$ cat src/rtl/spi_dac_mc.sv
// Multi-channel SPI DAC serializer: a stream beat becomes one 8+DATA_W bit SPI frame, optionally followed by an ldac_n strobe.
// cs_n falls the cycle after the handshake; s_axis_ready is only high while idle and enabled.
module spi_dac_mc #(
    parameter int DATA_W    = 16,
    parameter int CHAN_N    = 4,
    parameter int CLK_DIV   = 2,
    parameter int LDAC_MODE = 0,
    localparam int CHAN_W   = (CHAN_N > 1) ? $clog2(CHAN_N) : 1,
    localparam int FRAME_W  = DATA_W + 8
) (
    input  logic              mclk,
    input  logic              rst_n,
    input  logic              en,
    input  logic              s_axis_valid,
    output logic              s_axis_ready,
    input  logic [DATA_W-1:0] s_axis_data,
    input  logic [CHAN_W-1:0] s_axis_chan,
    input  logic              s_axis_last,
    output logic              sclk,
    output logic              mosi,
    output logic              cs_n,
    output logic              ldac_n,
    output logic              busy,
    output logic              err_chan,
    output logic [15:0]       frame_cnt
);

    typedef enum logic [2:0] {IDLE, CS_SETUP, SHIFT, CS_HOLD, GAP, LDAC} state_t;

    localparam int DIV_W = (CLK_DIV > 1) ? $clog2(CLK_DIV) : 1;
    localparam int BIT_W = $clog2(FRAME_W);
    localparam logic [DIV_W-1:0] DIV_LAST = DIV_W'(CLK_DIV - 1);
    localparam logic [BIT_W-1:0] BIT_LAST = BIT_W'(FRAME_W - 1);
    localparam logic [CHAN_W:0]  CHAN_LIM = CHAN_N[CHAN_W:0];

    state_t              state_q, state_d;
    logic [DIV_W-1:0]    div_q, div_d;
    logic [BIT_W-1:0]    bit_q, bit_d;
    logic [FRAME_W-1:0]  frame_q, frame_d;
    logic                last_q, last_d;
    logic                sclk_q, sclk_d;
    logic                mosi_q, mosi_d;
    logic                cs_n_q, cs_n_d;
    logic                ldac_n_q, ldac_n_d;
    logic                err_chan_q, err_chan_d;
    logic [15:0]         frame_cnt_q, frame_cnt_d;

    logic                take;
    logic                chan_ok;
    logic                div_done;
    logic [FRAME_W-1:0]  frame_in;

    assign s_axis_ready = rst_n & en & (state_q == IDLE);
    assign take         = s_axis_valid & s_axis_ready;
    assign chan_ok      = {1'b0, s_axis_chan} < CHAN_LIM;
    assign div_done     = (div_q == '0);
    assign frame_in     = {4'b0001, 4'(s_axis_chan), s_axis_data};

    always_comb begin
        state_d     = state_q;
        div_d       = div_q;
        bit_d       = bit_q;
        frame_d     = frame_q;
        last_d      = last_q;
        sclk_d      = sclk_q;
        mosi_d      = mosi_q;
        cs_n_d      = cs_n_q;
        ldac_n_d    = ldac_n_q;
        err_chan_d  = 1'b0;
        frame_cnt_d = frame_cnt_q;
        case (state_q)
            IDLE: begin
                if (take) begin
                    if (chan_ok) begin
                        state_d = CS_SETUP;
                        frame_d = frame_in;
                        last_d  = s_axis_last;
                        cs_n_d  = 1'b0;
                        mosi_d  = frame_in[FRAME_W-1];
                        div_d   = DIV_LAST;
                    end else begin
                        err_chan_d = 1'b1;
                    end
                end
            end
            CS_SETUP: begin
                if (div_done) begin
                    state_d = SHIFT;
                    div_d   = DIV_LAST;
                    bit_d   = BIT_LAST;
                end else begin
                    div_d = div_q - 1'b1;
                end
            end
            SHIFT: begin
                if (!div_done) begin
                    div_d = div_q - 1'b1;
                end else begin
                    div_d = DIV_LAST;
                    if (!sclk_q) begin
                        sclk_d = 1'b1;
                    end else begin
                        sclk_d = 1'b0;
                        // Next bit is presented together with the falling edge, so it is settled a full low phase before sampling.
                        if (bit_q == '0) begin
                            state_d = CS_HOLD;
                        end else begin
                            bit_d   = bit_q - 1'b1;
                            frame_d = frame_q << 1;
                            mosi_d  = frame_q[FRAME_W-2];
                        end
                    end
                end
            end
            CS_HOLD: begin
                if (div_done) begin
                    state_d     = GAP;
                    cs_n_d      = 1'b1;
                    mosi_d      = 1'b0;
                    frame_cnt_d = frame_cnt_q + 16'd1;
                    div_d       = DIV_LAST;
                end else begin
                    div_d = div_q - 1'b1;
                end
            end
            GAP: begin
                if (div_done) begin
                    if ((LDAC_MODE == 0) || last_q) begin
                        state_d  = LDAC;
                        ldac_n_d = 1'b0;
                        div_d    = DIV_LAST;
                    end else begin
                        state_d = IDLE;
                    end
                end else begin
                    div_d = div_q - 1'b1;
                end
            end
            LDAC: begin
                if (div_done) begin
                    state_d  = IDLE;
                    ldac_n_d = 1'b1;
                end else begin
                    div_d = div_q - 1'b1;
                end
            end
            default: state_d = IDLE;
        endcase
    end

    always_ff @(posedge mclk) begin
        if (!rst_n) begin
            state_q     <= IDLE;
            div_q       <= '0;
            bit_q       <= '0;
            frame_q     <= '0;
            last_q      <= 1'b0;
            sclk_q      <= 1'b0;
            mosi_q      <= 1'b0;
            cs_n_q      <= 1'b1;
            ldac_n_q    <= 1'b1;
            err_chan_q  <= 1'b0;
            frame_cnt_q <= '0;
        end else begin
            state_q     <= state_d;
            div_q       <= div_d;
            bit_q       <= bit_d;
            frame_q     <= frame_d;
            last_q      <= last_d;
            sclk_q      <= sclk_d;
            mosi_q      <= mosi_d;
            cs_n_q      <= cs_n_d;
            ldac_n_q    <= ldac_n_d;
            err_chan_q  <= err_chan_d;
            frame_cnt_q <= frame_cnt_d;
        end
    end

    assign sclk      = sclk_q;
    assign mosi      = mosi_q;
    assign cs_n      = cs_n_q;
    assign ldac_n    = ldac_n_q;
    assign busy      = (state_q != IDLE);
    assign err_chan  = err_chan_q;
    assign frame_cnt = frame_cnt_q;

endmodule
$ cat config.mk
export PLATFORM = sky130hd
export DESIGN_NAME = spi_dac_mc
export DESIGN_NICKNAME = d
export VERILOG_FILES = /design/src/rtl/spi_dac_mc.sv
export SDC_FILE = /design/constraint.sdc
export NUM_CORES = 1
export LEC_CHECK = 0
export CAP_MARGIN = 5
export CORE_ASPECT_RATIO = 0.6
export CORE_MARGIN = 3
export CORE_UTILIZATION = 47
export DETAILED_ROUTE_END_ITERATION = 8
export PLACE_DENSITY = 0.75
export SLEW_MARGIN = 10
export SYNTH_ARGS = -nofsm -noshare
export SYNTH_HDL_FRONTEND = slang
export SYNTH_SLANG_ARGS = --single-unit
$ cat constraint.sdc
create_clock -name mclk -period 1.8 [get_ports mclk]
set_clock_uncertainty 0.15 [all_clocks]
set_input_delay 0.36 -clock mclk [delete_from_list [all_inputs] [get_ports mclk]]
set_output_delay 0.36 -clock mclk [all_outputs]
set_load 0.01 [all_outputs]
==> flow_metrics.tcl <==
set metrics [dict create \
    synth_seq_cells 52 \
    ir_worst_vdd_uv 455 \
    num_antenna_cells 0 \
    cts.sinks 52 \
    layout-drive-gt1-share 0.332 \
    numCtsBuffers 5 \
    timing.final.crit_share 1.04 \
    post_dp_cell_area_mm2 0.00345 \
    crit_path_end "s_axis_ready" \
    drt.antenna.violating_nets 0 \
    routed_wl_mm 6.78 \
    num_vias 2452 \
    worst_skew_pair.late_latency_ns 0.31 \
    cts_max_level 2 \
    synth_cells 285 \
    slowest_delay_ns 0.35 \
    n_fill_cell 396 \
    crit_path_start "state_q[2]" \
    setup_slack_ns -0.0747 \
    numPlacedInstances 420 \
    synth_area_per_cell_um2 9.21 \
    detailedRoute.firstPassIterationCount 4 \
    antenna_found_initial 0 \
    p_total_mw 2.63 \
    end_kind "output pin" \
    start_kind "flip-flop" \
    syn-cell-area_mm2 0.00263 \
    timing.fmax_mhz 533 \
    initial_core_util 0.502 \
    synth_edf_count 0 \
    r2r_start "bit_q[0]" \
    path_clk_slew_ns 0.10 \
    worstPathRequired_ns 1.29 \
    drtIter0Drc 138 \
    arrival_ns 1.36 \
    report.final.slew_viol_count 0 \
    hold_class "flip-flop to flip-flop" \
    cts_tree "yes" \
    hpwl_mm 4.67 \
    r2r-end "frame_q[19]" \
    p_leak_nw 1.49 \
    final_nets 398 \
    synthTopCellsByCount "dfxtp_1, a21oi_1, nand2_1" \
    drt-wirelength-per-cell_um 15.4 \
    ios 46 \
    setup_violations 4 \
    maxCapViolations 0 \
    path_cells "buf_4 -> nor3_4 -> and3_1 -> clkbuf_2" \
    fp.dieArea_mm2 0.00655 \
    worstSetupPathType "flip-flop to output pin" \
    min_from "frame_q[17]" \
    grt_start_max_net_pins 21 \
    layoutNonFillerInstCount 439 \
    synth.most_common_cell "dfxtp_1" \
    grt_usage 0.211 \
    r2r_setup_slack_ns 0 \
    violations "setup timing" \
    rsz0062_at_grt "true" \
    grt_pass1_vias 2338 \
    synthTopCellsByArea "dfxtp_1, mux2i_1, a211oi_2" \
    cts.path.max_buffers 2 \
    syn_nets 310 \
    num_rows 20 \
    hold_path_depth 2 \
    die_w_um 102 \
    grt_overflow_total 0 \
    cp_max_fo 2 \
    area_growth_pct 42.2 \
    ys_types 53 \
    synth_area_leader_cell "dfxtp_1" \
    cts_root_buf "clkbuf_8" \
    synth-async-reset-ratio 0 \
    core_mm2 0.00523 \
    stdcell_area_mm2 0.00373 \
    die_h_um 63.9 \
    power_per_cell_area_mw_per_mm2 704 \
    grt_pass1_wl_mm 11.1 \
    period_needed_ns 1.87 \
    yosysSeqAreaShare 0.397 \
    slowest_stage "dfxtp_4" \
    worstRegToRegCells 7 \
    synth_ff_type "dfxtp_1" \
    synth_top_cell_area_share 0.397 \
    drc 0 \
    hold_violations 0 \
    vias_per_cell 5.59 \
    yosysWarnings 0 \
    io_buffers 43 \
    status "complete, but fails checks" \
    holdBufCountCts 0 \
    gp_congestion 0.819 \
]
[where the power goes]
group	leakage [nW]	switching, mW	internal, mW
Combinational	1.02	0.348	0.370
Sequential	0.427	0.0465	1.21
Clock	0.0400	0.392	0.265
[repair_timing]
item | in CTS | in global routing
pin swaps | 1 | 18
endpoints found under the setup margin | 36 | 42
gates cloned | 0 | 0
endpoints found under the hold margin | 0 | 0
gates resized for setup | 18 | 33
buffers inserted | 6 | 6
[layer usage]
metal / vias up / part of all wire / track usage
li1: 1202 / - / -
met5: - / 0 / 0
met3: 7 / 0.050 / 0.0382
met1: 1188 / 0.48 / 0.309
met4: 0 / 0.0097 / 0.0507
met2: 55 / 0.46 / 0.318
[metrics by stage]
| stage | hold slack, ns | util | setup slack [ns] | TNS (ns) |
|---|---|---|---|---|
| 5_1_grt | 0.332 | 0.714 | -0.106 | -1.80 |
| 3_5_place_dp | 0.299 | 0.659 | -0.360 | -8.50 |
| 4_1_cts | 0.314 | 0.686 | 0.00211 | 0 |
| 2_1_floorplan | 0.278 | - | -0.0638 | -0.866 |
| 6_report | 0.303 | 0.714 | -0.0747 | -0.0920 |
| 3_3_place_gp | 0.295 | 0.659 | -0.366 | -7.30 |
[state kept, by name, summed over array words and instances, names as in the netlist]
signal     flops
bit_q          5
cs_n           1
ldac_n         1
sclk           1
div_q          1
frame_cnt     16
frame_q       23
state_q        3
mosi           1
[logic make-up after synthesis]
kind of cell,Yosys count,synth area share
and+or+nand+nor,92,0.194
AOI/OAI and AO/OA,69,0.209
DFF,52,0.397
buffers and inverters,35,0.0653
muxes,23,0.0877
xor gates and xnor gates,11,0.0367
adders and majority gates,2,0.00953
other,1,0.00143
[layout by cell type, fill, tap and decap left out, drive strengths merged, types with 2 or more instances in the layout]
master,Yosys,final
a211oi,20,20
a21oi,28,28
and2,2,2
and3,4,4
buf,12,60
clkbuf,10,7
clkdlybuf4s50,0,29
dfxtp,52,52
dlygate4sd2,0,6
dlymetal6s2s,0,6
ha,2,2
inv,13,13
mux2i,23,23
nand2,24,24
nand3,15,15
nand4,2,2
nor2,13,13
nor3,11,11
nor4,3,3
o21ai,6,6
o31ai,4,4
o32ai,2,2
or3,5,5
or4,3,3
xnor2,6,6
xor2,5,5
[critical path, delay by kind of cell, from the launching register on]
kind / cells / cell delay, ns
buf+inv: 2 / 0.29
flops: 1 / 0.35
simple gates: 2 / 0.42
[layout make-up]
class	instances	area, um2	share of cell area
flip-flops and latches	52	1060	0.284
clock inverters	2	12.5	0.00335
inverters	13	48.8	0.0131
multi-input cells	198	1520	0.407
repair buffers	103	943	0.253
clock buffers	5	68.8	0.0184
well taps	66	82.6	0.0221
[worst min-delay path by stage]
stage | endpoint | slack, ns
2_1_floorplan | frame_q[0] | 0.28
3_3_place_gp | frame_q[19] | 0.30
3_5_place_dp | frame_q[18] | 0.30
4_1_cts | bit_q[0] | 0.31
5_1_grt | frame_q[18] | 0.33
6_report | frame_q[18] | 0.30
Note: power is estimated with default switching activity, not from simulation.
